File: config.mk
export PLATFORM = sky130hd
export DESIGN_NAME = dmuxn_reg
export DESIGN_NICKNAME = d
export VERILOG_FILES = /design/src/rtl/dmuxn_reg.sv
export SDC_FILE = /design/constraint.sdc
export NUM_CORES = 1
export LEC_CHECK = 0
export ABC_AREA = 1
export ABC_CLOCK_PERIOD_IN_PS = 1350
export BUFFER_PORTS_ARGS = -buffer_cell sky130_fd_sc_hd__buf_2
export CORE_MARGIN = 5
export CORE_UTILIZATION = 45
export DETAILED_ROUTE_END_ITERATION = 6
export MAX_ROUTING_LAYER = met4
export PLACE_DENSITY = 0.78
export SLEW_MARGIN = 25
export SYNTH_ARGS = -nofsm -noshare
export SYNTH_HDL_FRONTEND = slang
export SYNTH_SLANG_ARGS = --single-unit
File: constraint.sdc
create_clock -name clk -period 1.35 [get_ports clk]
set_input_delay 0.0675 -clock clk [delete_from_list [all_inputs] [get_ports clk]]
set_output_delay 0.0675 -clock clk [all_outputs]
set_load 0.02 [all_outputs]
File: src/rtl/dmuxn_reg.sv
// rtl/dmuxn_reg.sv - registered N-way valid/ready demultiplexer (optional broadcast via DMUX_BCAST_EN)
module dmuxn_reg #(
    parameter int N = 8,
    parameter int W = 16
) (
    input  logic                              clk,
    input  logic                              rst_n,
    input  logic                              in_valid,
    output logic                              in_ready,
    input  logic [((N > 1) ? $clog2(N) : 1)-1:0] in_addr,
    input  logic [W-1:0]                      in_data,
    input  logic                              in_bcast,
    output logic [N-1:0]                      out_valid,
    input  logic [N-1:0]                      out_ready,
    output logic [W-1:0]                      out_data,
    output logic                              addr_err
);

    localparam int AW = (N > 1) ? $clog2(N) : 1;
    localparam logic [AW:0] N_L = (AW + 1)'(N);

    typedef enum logic {
        EMPTY = 1'b0,
        FULL  = 1'b1
    } state_t;

    state_t         state, state_n;
    logic [N-1:0]   valid_n;
    logic [W-1:0]   data_n;
    logic           err_n;
    logic           drain;
    logic           accept;
    logic           addr_ok;
    logic           is_bcast;
    logic [N-1:0]   onehot;

`ifdef DMUX_BCAST_EN
    assign is_bcast = in_bcast;
`else
    // Broadcast disabled: the port stays on the interface but has no effect.
    logic unused_bcast;
    assign unused_bcast = in_bcast;
    assign is_bcast     = 1'b0;
`endif

    // Drain means no set valid bit is still waiting on its sink.
    assign drain    = ~|(out_valid & ~out_ready);
    assign in_ready = (state == EMPTY) | drain;
    assign accept   = in_valid & in_ready;
    assign addr_ok  = {1'b0, in_addr} < N_L;
    assign onehot   = {{(N-1){1'b0}}, 1'b1} << in_addr;

    // Next-state and next-output selection.
    always_comb begin
        state_n = state;
        valid_n = out_valid;
        data_n  = out_data;
        err_n   = 1'b0;
        if (state == FULL) begin
            if (drain) begin
                valid_n = '0;
                state_n = EMPTY;
            end else begin
                // Bits that handshook clear individually; others keep waiting.
                valid_n = out_valid & ~out_ready;
            end
        end
        if (accept) begin
            if (is_bcast) begin
                valid_n = '1;
                data_n  = in_data;
                state_n = FULL;
            end else if (addr_ok) begin
                valid_n = onehot;
                data_n  = in_data;
                state_n = FULL;
            end else begin
                err_n = 1'b1;
            end
        end
    end

    // State and output registers; reset discards any held word at once.
    always_ff @(posedge clk or negedge rst_n) begin
        if (!rst_n) begin
            state     <= EMPTY;
            out_valid <= '0;
            out_data  <= '0;
            addr_err  <= 1'b0;
        end else begin
            state     <= state_n;
            out_valid <= valid_n;
            out_data  <= data_n;
            addr_err  <= err_n;
        end
    end

endmodule

# Word level (Yosys, flattened, before mapping)
# Index checks and enable logic that the tools add are counted.
[word_totals]
register_bits = 25
inputBits = 31
out_inout_bits = 26
word_cells = 18
[classes]
shift = 1
mux = 6
n_bitwise = 5
reduce_logical = 3
[ops]
columns = ["operator", "count"]
rows = [
  ["8-bit two-way mux", 3],
  ["8-bit AND", 1],
  ["8-bit inverter", 1],
  ["8-bit OR reduction", 1],
  ["1-bit by 3-bit left shift with 8-bit output, first input constant", 1],
  ["1-bit two-way mux", 3],
  ["2-bit nonzero test", 1],
  ["1-bit AND", 1],
  ["1-bit zero test", 1],
  ["1-bit inverter", 1],
  ["1-bit OR", 1],
]

# Depth between registers and ports, before layout
[depth]
word_depth = 7
mapped_depth = 11
ltp_nobuf = 10

# Worst setup path after synthesis
# No wires, ideal clock.
[synth_timing]
path_type = "register -> register"
start = "register out_valid[1]"
end = "register out_valid[5]"
setup_time_ns = 0.118
arrival_ns = 1.228
t_required_ns = 1.232
path_slack_ns = 0.004
path_stages_with_launch = 10
n_path_buf = 1
synth_period_minus_slack_ns = 1.346
cell_sequence = "dfrtp_1 nand2_1 nand2_1 nor2_1 nand2_1 nand2_4 buf_4 nand3_1 nand3_1 nand2_1"
[synth_via]
elab_chain_len = 6
word_cells_on_any_way = 9
classes_between = "mux: 3; bitwise: 3; reduce/logical: 3"
[synth_lines]
columns = ["element", "line_no", "source"]
rows = [
  ["from (decl)", "13", "output logic [N-1:0] out_valid,"],
  ["from (signal assigned)", "92", "out_valid <= valid_n;"],
  ["8-bit AND (*)", "47", "assign drain = ~|(out_valid & ~out_ready);"],
  ["8-bit OR reduction (*)", "47", ""],
  ["1-bit zero test", "47", ""],
  ["1-bit OR", "48", "assign in_ready = (state == EMPTY) | drain;"],
  ["1-bit AND", "49", "assign accept = in_valid & in_ready;"],
  ["8-bit two-way mux or 2-bit nonzero test (tied branches)", "--", ""],
]
# Mark *: on every way between the ends. The rest lies on a longest branch, timed or not. The select of a mux whose other input is x is not followed.
# A chain may end at the register's enable or synchronous reset.

# Worst setup path in the final report
[layout_timing]
start = "register out_valid[1]"
end = "output in_ready"
[layout_via]
elab_chain_len = 4
[layout_lines]
columns = ["element", "line_no", "source"]
rows = [
  ["8-bit AND", "47", ""],
  ["8-bit OR reduction", "47", ""],
  ["1-bit zero test", "47", ""],
  ["1-bit OR", "48", ""],
  ["to (decl)", "9", "output logic in_ready,"],
]
# No other way between the ends.

==> metrics.txt <==
most frequent cells in the layout nand2_1, buf_2, nand3_1, dfrtp_1, dlygate4sd3_1; n_diodes 0; Clock Skew 11.1 ps; Die Width 62.3 um; placed insts 244; Power Dens Cells 2190 nW/um^2; Avg Inst Size Synth 7.58 um^2; failing checks negative setup slack; outcome complete, but fails checks; Routed wire per std cell 12.4 um; Total Routing Usage GR 18.3%; area delta synth->final 58.5%; max frequency 0.703 GHz; grt total ovfl 0; Final ANT Viol Nets 0; row cnt 19; post-synth cell types 12; pin count of the biggest net entering global routing 26; post-synth top area share 50.9%; most common cell after layout, fill and taps aside nand2_1; final hold vios 0; WL final 3480 um; NumNets Final 282; Lkg Pwr 1.14 nW; Max rail drop VDD 1.78 mV; Initial Utilization 45.7%; dpl hpwl 2040 um; CTS sink count 25; share of cells above drive strength 1 37.6%; Setup Viol. Count Final 12; CTS clock-pin slew for the worst setup and hold paths 140 ps; initial antenna violation count 0; max-cap viol count 0; Setup crit end kind output port; Via density 4.73; Startpoint Class register; synthesized flop and latch total 25; port buffer count 54; Worst Tran Pin Value 536 ps; die footprint 3880 um^2; synth top area cells dfrtp_1, nand2_1, nand3_1; first-pass GRT wire length 5760 um; Slew HR 64.3%; Root Buffer clkbuf_4; fin cells 281; Mapped Cells 162; Worst Path Max Fanout 2; CTS Buf Count 3; vias in the first global route 1292; Crit path required time 1280 ps; leading area contributor after synthesis dfrtp_1; Arrival @ worst endpoint 1350 ps; core area 2690 um^2; share of the cycle needed by the critical path after routing 105%; net count after synthesis 193; Setup Crit Path Kind reg2out; Hold Path Class in2reg; pre-CTS setup slack 30.0 ps; clock buffer depth 2; RSZ-0062 raised after global routing yes; yosys warns 0; die height 62.3 um; Worst Slack Setup Final -72.4 ps; first drt pass iteration count 4; RD Place Congestion 0.807; Worst-Skew Late Latency 320 ps; pins over their slew limit 0; Final Critical Period 1420 ps; hold slack 87.5 ps; Tot Pwr 4.27 mW; synthesized cell area 1230 um^2; CTS H-tree lvls 1; CTS tree yes; Seq/Total Area, Yosys 50.9%; Top Ports 57; via count 1330; initial DRC count 63; DRC errors left 0
[power breakdown]
part | total (mW) | switching (mW) | internal (mW)
clock | 0.349 | 0.236 | 0.113
combinational | 2.64 | 1.45 | 1.19
sequential | 1.28 | 0.193 | 1.09
total | 4.27 | 1.88 | 2.39
[synth_stat cells]
cell type   n
buf_2       2
nand2_4     2
nand3_1    40
nor2_2      1
buf_4       3
conb_1      1
inv_1      13
nand2_1    70
clkbuf_1    2
nor2_1      2
dfrtp_1    25
buf_6       1
[final timing paths]
kind / cells past startpoint / end / startpoint / slack [ps]
max: 7 / in_ready / out_valid[1] / -70
min: 6 / out_valid[7] / out_ready[7] / 90
max reg2reg: 10 / out_valid[1] / out_valid[1] / -50
min reg2reg: 2 / out_data[4] / out_data[4] / 490
max in group asynchronous: 2 / out_data[7] / rst_n / 750
min in group asynchronous: 2 / out_data[8] / rst_n / 240
[flip-flops by register name, indices dropped and copies added (netlist names)]
| name | count |
|---|---|
| out_data | 16 |
| out_valid | 8 |
| state | 1 |
[stage by stage]
| stage | cell area, um^2 | setup TNS (ps) | utilization, % |
|---|---|---|---|
| 2_1_floorplan | 1230 | 0 | - |
| 3_3_place_gp | 1540 | 0 | 57.2 |
| 3_5_place_dp | 1540 | 0 | 57.2 |
| 4_1_cts | 1830 | -689 | 68.0 |
| 5_1_grt | 1950 | -2820 | 72.5 |
| 6_report | 1950 | -396 | 72.5 |
[timing repair]
| item | in CTS | in global routing |
|---|---|---|
| pin swaps | 6 | 21 |
| gates cloned | 0 | 1 |
| hold buffers | 17 | 0 |
| setup endpoints to repair | 1 | 26 |
| setup buffers | 9 | 6 |
| gates resized for setup | 5 | 14 |
| hold endpoints to repair | 41 | 0 |
[layer usage]
| layer | up-vias | routed length (um) | track usage [%] |
|---|---|---|---|
| met3 | 4 | 221 | 3.78 |
| met5 | - | 0 | - |
| met2 | 54 | 1690 | 31.1 |
| li1 | 682 | - | - |
| met1 | 590 | 1550 | 21.7 |
| met4 | 0 | 18 | 5.57 |
[worst max-delay path, cell delays in order (launching register included)]
cell and delay (ps):
dfrtp_1 410, nand2_2 90, nand2_1 60, nor2_1 110, nand2_1 100, nand2_4 70
buf_6 100, buf_6 100
[layout make-up]
cell class                 count  area (um^2)
clock inverter                 1         7.51
inverter                      13         48.8
multi-input combinational    116          554
timing repair buffer          92          649
clock buffer                   3         22.5
sequential                    25          626
tap                           31         38.8
fill                         214          739
[kinds of logic (layout without fill, tap and decap cells)]
family	count (synthesis)	after routing	share of synthesized area [%]
flip-flops	25	25	50.9
buffers and inverters	21	109	8.15
other	1	1	0.305
AND/OR/NAND/NOR	115	115	40.6
Power figures use the tool's default switching activity.
